===== src/rtl/spi_arb_pkg.sv =====
// rtl/spi_arb_pkg.sv - shared state type and defaults for the SPI request arbiter
package spi_arb_pkg;

  typedef enum logic [1:0] {
    IDLE      = 2'd0,
    ISSUE     = 2'd1,
    WAIT_DONE = 2'd2,
    ACK       = 2'd3
  } arb_state_t;

  localparam int DEF_DATA_W      = 12;
  localparam int DEF_TIMEOUT_CYC = 1023;
  localparam int MIN_CNT_W       = 10;

endpackage


===== src/rtl/rr_picker.sv =====
// rtl/rr_picker.sv - combinational round-robin select starting at ptr, wrapping
module rr_picker #(
  parameter int N  = 4,
  parameter int PW = (N > 1) ? $clog2(N) : 1
) (
  input  logic [N-1:0]  req,
  input  logic [PW-1:0] ptr,
  output logic [N-1:0]  pick,
  output logic [PW-1:0] idx,
  output logic          valid
);

  logic [PW-1:0] cand;

  always_comb begin
    pick  = '0;
    idx   = '0;
    valid = 1'b0;
    cand  = '0;
    for (int k = 0; k < N; k++) begin
      cand = PW'((int'(ptr) + k) % N);
      if (!valid && req[cand]) begin
        valid      = 1'b1;
        idx        = cand;
        pick[cand] = 1'b1;
      end
    end
  end

endmodule


===== src/rtl/spi_req_arbiter.sv =====
// rtl/spi_req_arbiter.sv - round-robin sharing of one SPI master; watchdog via SPI_ARB_TIMEOUT_EN
module spi_req_arbiter
  import spi_arb_pkg::*;
#(
  parameter int NUM_REQ     = 4,
  parameter int DATA_W      = DEF_DATA_W,
  parameter int TIMEOUT_CYC = DEF_TIMEOUT_CYC
) (
  input  logic                      clk,
  input  logic                      rst,
  input  logic [NUM_REQ-1:0]        req,
  input  logic [NUM_REQ*DATA_W-1:0] din,
  output logic [NUM_REQ-1:0]        gnt,
  output logic [NUM_REQ-1:0]        ack,
  output logic                      busy,
  output logic                      timeout_err,
  output logic                      spi_newd,
  output logic [DATA_W-1:0]         spi_din,
  input  logic                      spi_cs
);

  localparam int PW = (NUM_REQ > 1) ? $clog2(NUM_REQ) : 1;

  arb_state_t          state, state_n;
  logic [PW-1:0]       ptr, ptr_n, gidx, gidx_n;
  logic [NUM_REQ-1:0]  gnt_n, ack_n, p_pick;
  logic [PW-1:0]       p_idx;
  logic                p_valid;
  logic [DATA_W-1:0]   spi_din_n;
  logic                spi_newd_n, terr_n;
  logic                to_hit;

  rr_picker #(.N(NUM_REQ), .PW(PW)) u_pick (
    .req   (req),
    .ptr   (ptr),
    .pick  (p_pick),
    .idx   (p_idx),
    .valid (p_valid)
  );

`ifdef SPI_ARB_TIMEOUT_EN
  localparam int CNT_W = ($clog2(TIMEOUT_CYC + 1) > MIN_CNT_W) ? $clog2(TIMEOUT_CYC + 1) : MIN_CNT_W;
  logic [CNT_W-1:0] cnt, cnt_n;

  assign to_hit = (cnt == CNT_W'(TIMEOUT_CYC));

  // Held at zero outside the waiting states so ISSUE always starts from 0.
  always_comb begin
    cnt_n = cnt + CNT_W'(1);
    if (state == IDLE || state == ACK)
      cnt_n = '0;
    else if (state == ISSUE && !spi_cs)
      cnt_n = '0;
  end

  always_ff @(posedge clk) begin
    if (!rst) cnt <= '0;
    else      cnt <= cnt_n;
  end
`else
  logic unused_timeout_cfg;
  assign unused_timeout_cfg = (TIMEOUT_CYC != 0);
  assign to_hit = 1'b0;
`endif

  assign busy = (state != IDLE);

  always_comb begin
    state_n    = state;
    ptr_n      = ptr;
    gidx_n     = gidx;
    gnt_n      = gnt;
    ack_n      = '0;
    spi_din_n  = spi_din;
    spi_newd_n = spi_newd;
    terr_n     = 1'b0;
    case (state)
      IDLE: begin
        if (p_valid) begin
          state_n    = ISSUE;
          gnt_n      = p_pick;
          gidx_n     = p_idx;
          spi_newd_n = 1'b1;
          for (int i = 0; i < NUM_REQ; i++)
            if (p_pick[i]) spi_din_n = din[i*DATA_W +: DATA_W];
        end
      end
      ISSUE: begin
        if (to_hit) begin
          state_n    = ACK;
          spi_newd_n = 1'b0;
          ack_n      = gnt;
          terr_n     = 1'b1;
        end else if (!spi_cs) begin
          state_n    = WAIT_DONE;
          spi_newd_n = 1'b0;
        end
      end
      WAIT_DONE: begin
        if (spi_cs) begin
          state_n = ACK;
          ack_n   = gnt;
        end else if (to_hit) begin
          state_n = ACK;
          ack_n   = gnt;
          terr_n  = 1'b1;
        end
      end
      ACK: begin
        state_n = IDLE;
        gnt_n   = '0;
        ptr_n   = (gidx == PW'(NUM_REQ - 1)) ? '0 : gidx + PW'(1);
      end
      default: state_n = IDLE;
    endcase
  end

  always_ff @(posedge clk) begin
    if (!rst) begin
      state       <= IDLE;
      ptr         <= '0;
      gidx        <= '0;
      gnt         <= '0;
      ack         <= '0;
      timeout_err <= 1'b0;
      spi_newd    <= 1'b0;
      spi_din     <= '0;
    end else begin
      state       <= state_n;
      ptr         <= ptr_n;
      gidx        <= gidx_n;
      gnt         <= gnt_n;
      ack         <= ack_n;
      timeout_err <= terr_n;
      spi_newd    <= spi_newd_n;
      spi_din     <= spi_din_n;
    end
  end

endmodule


===== config.mk =====
export PLATFORM = sky130hd
export DESIGN_NAME = spi_req_arbiter
export DESIGN_NICKNAME = d
export VERILOG_FILES = /design/src/rtl/spi_arb_pkg.sv /design/src/rtl/rr_picker.sv /design/src/rtl/spi_req_arbiter.sv
export SDC_FILE = /design/constraint.sdc
export NUM_CORES = 1
export LEC_CHECK = 0
export ABC_AREA = 1
export CORE_ASPECT_RATIO = 1.1
export CORE_MARGIN = 4
export CORE_UTILIZATION = 48
export CTS_CLUSTER_SIZE = 40
export DETAILED_ROUTE_END_ITERATION = 8
export GPL_TIMING_DRIVEN = 0
export PLACE_DENSITY = 0.87
export SYNTH_ARGS = -nofsm -noshare
export SYNTH_HDL_FRONTEND = slang
export SYNTH_HIERARCHICAL = 1
export SYNTH_SLANG_ARGS = --single-unit

===== constraint.sdc =====
create_clock -name clk -period 5.59 [get_ports clk]
set_input_delay 1.118 -clock clk [delete_from_list [all_inputs] [get_ports clk]]
set_output_delay 1.118 -clock clk [all_outputs]
set_load 0.05 [all_outputs]

---- After elaboration in Yosys (flattened, before gate mapping) ----
Cells that the tools add are included.
word-level totals
  output and inout bits ................... 23
  logic and storage cells ................. 92
  bits of input ports ..................... 55
  register bits ........................... 27
cells by class
  reductions and logical operators ........ 21
  add/sub/neg operators ................... 4
  order comparisons ....................... 8
  bitwise gates (word level) .............. 3
  equality and inequality tests ........... 7
  mux-type cells .......................... 42
operators by type and width
  cell                 count
  $mux 12              4
  $mux 4               5
  $mux 2               8
  $mux 1               14
  $lt 2x3->1 const B   4
  $or 4x4->4           3
  $reduce_and 3->1     4
  $bmux 1 s2           4
  $demux 1 s2          4
  $ge 2x1->1 const B   4
  $pmux 2 s4           1
  $pmux 4 s2           1
  $logic_and 1x1->1    7
  $eq 2x2->1 const B   3
  $ne 2x2->1 const B   3
  $reduce_bool 2->1    3
  $add 2x1->2 const B  2
  $add 2x2->2 const B  2
  $reduce_and 2->1     2
  $reduce_bool 4->1    1
  $logic_not 1->1      3
  $eq 2x1->1 const B   1
  $logic_not 2->1      1
  $pmux 1 s2           1

---- Depth between registers and ports, before layout ----
  word-level depth ........................ 16
  mapped depth ............................ 16

---- Modules after synthesis ----
The synthesis kept the hierarchy.
modules (own cells, without submodules)
  module           sequential area each (µm²)  instances  cells each  area an instance (µm²)
  spi_req_arbiter  540.5                       1          255         1560.2
  rr_picker        0.0                         1          74          440.4

---- Worst setup path before layout ----
Ideal clock, no wire load.
  kind .................................... input-to-reg
  start point ............................. in req[3]
  end point ............................... reg spi_din[0]
  cell stages on the path ................. 14
  arrival time ............................ 2.486 ns
  library setup time ...................... 0.070 ns
  slack ................................... 3.034 ns
  required time ........................... 5.520 ns
  cells stage by stage .................... inv_1 > nand2_1 > nand3_4 > nand2_4 > nor2_1 > a21oi_1 > nand3_1 > nor2_1 > nand2_1 > nand2_2 > buf_6 > nor2_2 > nand2_1 > a21oi_1
on the way
  elaborated cells on any way between the ends .. 30
  those cells by class .................... mux: 19; bitwise: 3; reduce/logical: 8
RTL lines
  what                                line                    text
  start, declared                     spi_req_arbiter.sv:11   input logic [NUM_REQ-1:0] req,
  $bmux 1 s2                          rr_picker.sv:22         if (!valid && req[cand]) begin
  $mux 1 (implied by the code)        rr_picker.sv:22
  $mux 1                              rr_picker.sv:22
  $logic_not 1->1                     rr_picker.sv:22
  $logic_and 1x1->1                   rr_picker.sv:22
  $mux 1                              rr_picker.sv:22
  $logic_not 1->1                     rr_picker.sv:22
  $logic_and 1x1->1                   rr_picker.sv:22
  $mux 1                              rr_picker.sv:22
  $logic_not 1->1                     rr_picker.sv:22
  $logic_and 1x1->1                   rr_picker.sv:22
  $mux 4 (*)                          rr_picker.sv:22
  named net p_pick[3]                 spi_req_arbiter.sv:26   logic [NUM_REQ-1:0] gnt_n, ack_n, p_pick;
  $reduce_bool 4->1 (no source line)  n/a
  $reduce_and 3->1 (no source line)   n/a
  end signal, assigned                spi_req_arbiter.sv:136  spi_din <= spi_din_n;
  end, declared                       spi_req_arbiter.sv:18   output logic [DATA_W-1:0] spi_din,
The timed path passes the listed nets; every way through them passes the cells marked *. The select of a mux whose other input is x is not followed.
A chain may end at the register's enable or synchronous reset.

---- Worst setup path after layout ----
  start point ............................. in req[1]
  end point ............................... reg spi_din[2]
on the way
  word-level cells in the longest chain between the ends .. 15
  elaborated cells on any way between the ends .. 30
  those cells by class .................... mux: 19; bitwise: 3; reduce/logical: 8
ends and longest elaborated chain
  what                          line                   text
  $bmux 1 s2                    rr_picker.sv:22
  $mux 1 (implied by the code)  rr_picker.sv:22
  $mux 1                        rr_picker.sv:22
  $logic_not 1->1               rr_picker.sv:22
  $logic_and 1x1->1             rr_picker.sv:22
  $mux 1                        rr_picker.sv:22
  $logic_not 1->1               rr_picker.sv:22
  $logic_and 1x1->1             rr_picker.sv:22
  $mux 1                        rr_picker.sv:22
  $logic_not 1->1               rr_picker.sv:22
  $logic_and 1x1->1             rr_picker.sv:22
  $mux 4 (*)                    rr_picker.sv:22
  named net p_pick[1]           spi_req_arbiter.sv:26
  $mux 12 (3 in a row)          spi_req_arbiter.sv:85  if (p_pick[i]) spi_din_n = din[i*DATA_W +: DATA_W];
Marked as above.

==> metrics.csv <==
metric,value,unit
peakVddDrop,0.4347,mV
netlist_area,2001,um^2
io_pins,78,
syn-num-nets,395,
antenna_found_initial,0,
hold_buffers,0,
overflow,0,
start_util,50.09,%
rsz0062_at_grt,no,
hp-class,register to register,
dr.pass1.iters,5,
path_max_fanout,10,
grt_busiest_layer,met2,
status,finished clean,
fin_worst_skew,11.75,ps
grt_usage,20.53,%
powerDensity,456.0,nW/um^2
slew_headroom,65.28,%
post-route-min-period,3106,ps
viasPerCell,4.948,
ys_seq_area_share,27.02,%
ys_ff_latch,27,
fin_worst_hold_slack,453.5,ps
wl_per_cell,11.96,um
cp_data_required_time,5750,ps
finalSetupViolCount,0,
fp.dieW,69.56,um
synth.distinct_cells,24,
nets,476,
post-place-ws,2202,ps
clock_sinks,27,
grt_pass1_vias,2058,
antenna-diode-count,0,
use_met2,38.35,%
port_buffers,76,
drt_iter0_markers,170,
tns,0,ps
syn_to_final_growth,43.71,%
grt_util_met3,4.749,%
grt_max_degree,17,
cts_setup_buffers,0,
finalHoldViolCount,0,
drt_wl_total,5.512,mm
fin_crit_sh,55.56,%
synthCells,329,
cts_tree,yes,
core_area,3994,um^2
place_congestion,0.8916,
grt_pass1_wl,8.880,mm
start_kind,primary input,
power.leakage,1.361,nW
clock_latency,280,ps
max_freq,322.0,MHz
syn_area_per_cell,6.081,um^2
drive_above_1_share,9.535,%
drtAntennaViolNets,0,
dieArea,5266,um^2
vias,2281,
maxSlewViolCount,0,
drcViolationCount,0,
worst_setup_path_end_kind,register,
cap_violations,0,
cts_inserted_buffers,3,
yosys_warnings,6,
critPathArrivalTime,3270,ps
clk_pin_slew,100,ps
dp_hpwl,4.388,mm
use_met1,24.80,%
cts.path.max_buffers,2,
worst-setup-path-type,primary input to register,
ctsResizeCount,0,
num_rows,24,
final_util,71.99,%
worst_pin_slew,519.2,ps
h-tree-depth,1,
layout_setup_ws,2484,ps
clockRootBuffer,clkbuf_8,
die_h,75.71,um
stage by stage:
stage	cell area (um^2)	power [mW]	std cells
2_1_floorplan	2001	0.9528	329
3_3_place_gp	2826	1.184	457
3_5_place_dp	2826	1.201	457
4_1_cts	2875	1.314	461
5_1_grt	2875	1.432	461
6_report	2875	1.311	461
metal layers:
layer  up-vias  wire, um
met4         0        61
li1       1190         -
met3         7       402
met2        77      2686
met1      1007      2363
met5         -         0
registers in the layout (all words and copies together), names as in the netlist:
signal    flops
spi_din      12
ack           4
gnt           4
gidx          2
ptr           2
state         2
spi_newd      1
report_power, final:
part / switching, mW / internal [mW]
clock network: 0.0629 / 0.0507
registers: 0.0343 / 0.243
logic: 0.591 / 0.329
total: 0.688 / 0.623
critical path, cell delays in order:
cell	delay [ps]
clkdlybuf4s50_1	430
inv_1	70
nand2_1	80
nand3_2	170
nand2_4	70
nor2_1	320
a21oi_1	130
nand3_1	230
buf_2	270
nand2_1	80
nand3_1	100
nand2_1	70
nand2_1	70
a21oi_1	50
cell families after synthesis:
| logic type | Yosys count | share of synthesized area (%) |
|---|---|---|
| DFF | 27 | 27.02 |
| buffers and inverters | 59 | 12.57 |
| adders and majority gates | 11 | 6.879 |
| other | 1 | 0.1874 |
| and+or+nand+nor | 183 | 40.84 |
| AOI/OAI and AO/OA | 48 | 12.51 |
layout make-up:
| class | count | area [um^2] |
|---|---|---|
| multi-input cells | 243 | 1209 |
| fillers | 363 | 1119 |
| repair buffers | 76 | 760.7 |
| flip-flops and latches | 27 | 540.5 |
| inverters | 48 | 180.2 |
| plain buffers | 11 | 71.32 |
| well taps | 52 | 65.06 |
| clock buffers | 3 | 41.29 |
| clock inverters | 1 | 7.507 |
layout by cell type, fill, tap and decap left out, drive strengths merged:
cell type / count
nand2: 100
clkdlybuf4s50: 76
inv: 48
nor2: 45
a21oi: 39
nand3: 29
dfxtp: 27
ha: 11
buf: 10
nand4: 7
o21ai: 5
a21boi: 4
clkbuf: 4
nor3: 1
or2: 1
conb: 1
clkinvlp: 1
synth_stat cells:
library cell | instances | area (um^2)
nor2_1 | 36 | 135.1
nand3_4 | 1 | 17.52
inv_2 | 4 | 15.01
nor3_1 | 1 | 5.000
buf_2 | 6 | 30.03
nand3_1 | 27 | 135.1
a21boi_0 | 4 | 30.03
conb_1 | 1 | 3.750
nor2_2 | 8 | 50.05
nand4_1 | 7 | 43.79
o21ai_0 | 5 | 25.02
nand2_2 | 8 | 50.05
buf_4 | 2 | 15.01
clkbuf_1 | 1 | 3.750
or2_2 | 1 | 6.260
buf_6 | 2 | 22.52
nand2_1 | 91 | 341.6
inv_1 | 44 | 165.2
ha_1 | 11 | 137.6
nand3_2 | 1 | 10.01
a21oi_1 | 39 | 195.2
nor2_4 | 1 | 11.26
nand2_4 | 1 | 11.26
dfxtp_1 | 27 | 540.5
worst paths after layout:
path                                     startpoint                 endpoint  slack [ps]  cells after the start
worst min-delay path            gnt[3]$_SDFFE_PN0P_        ack[3]$_SDFF_PN0_         450                      2
worst max register to register  ptr[0]$_SDFFE_PN0P_  spi_din[2]$_SDFFE_PN0P_        2730                     14
worst max-delay path                         req[1]  spi_din[2]$_SDFFE_PN0P_        2480                     14
worst min register to register  gnt[3]$_SDFFE_PN0P_        ack[3]$_SDFF_PN0_         450                      2
No activity file was read; power rests on OpenSTA's default activity.
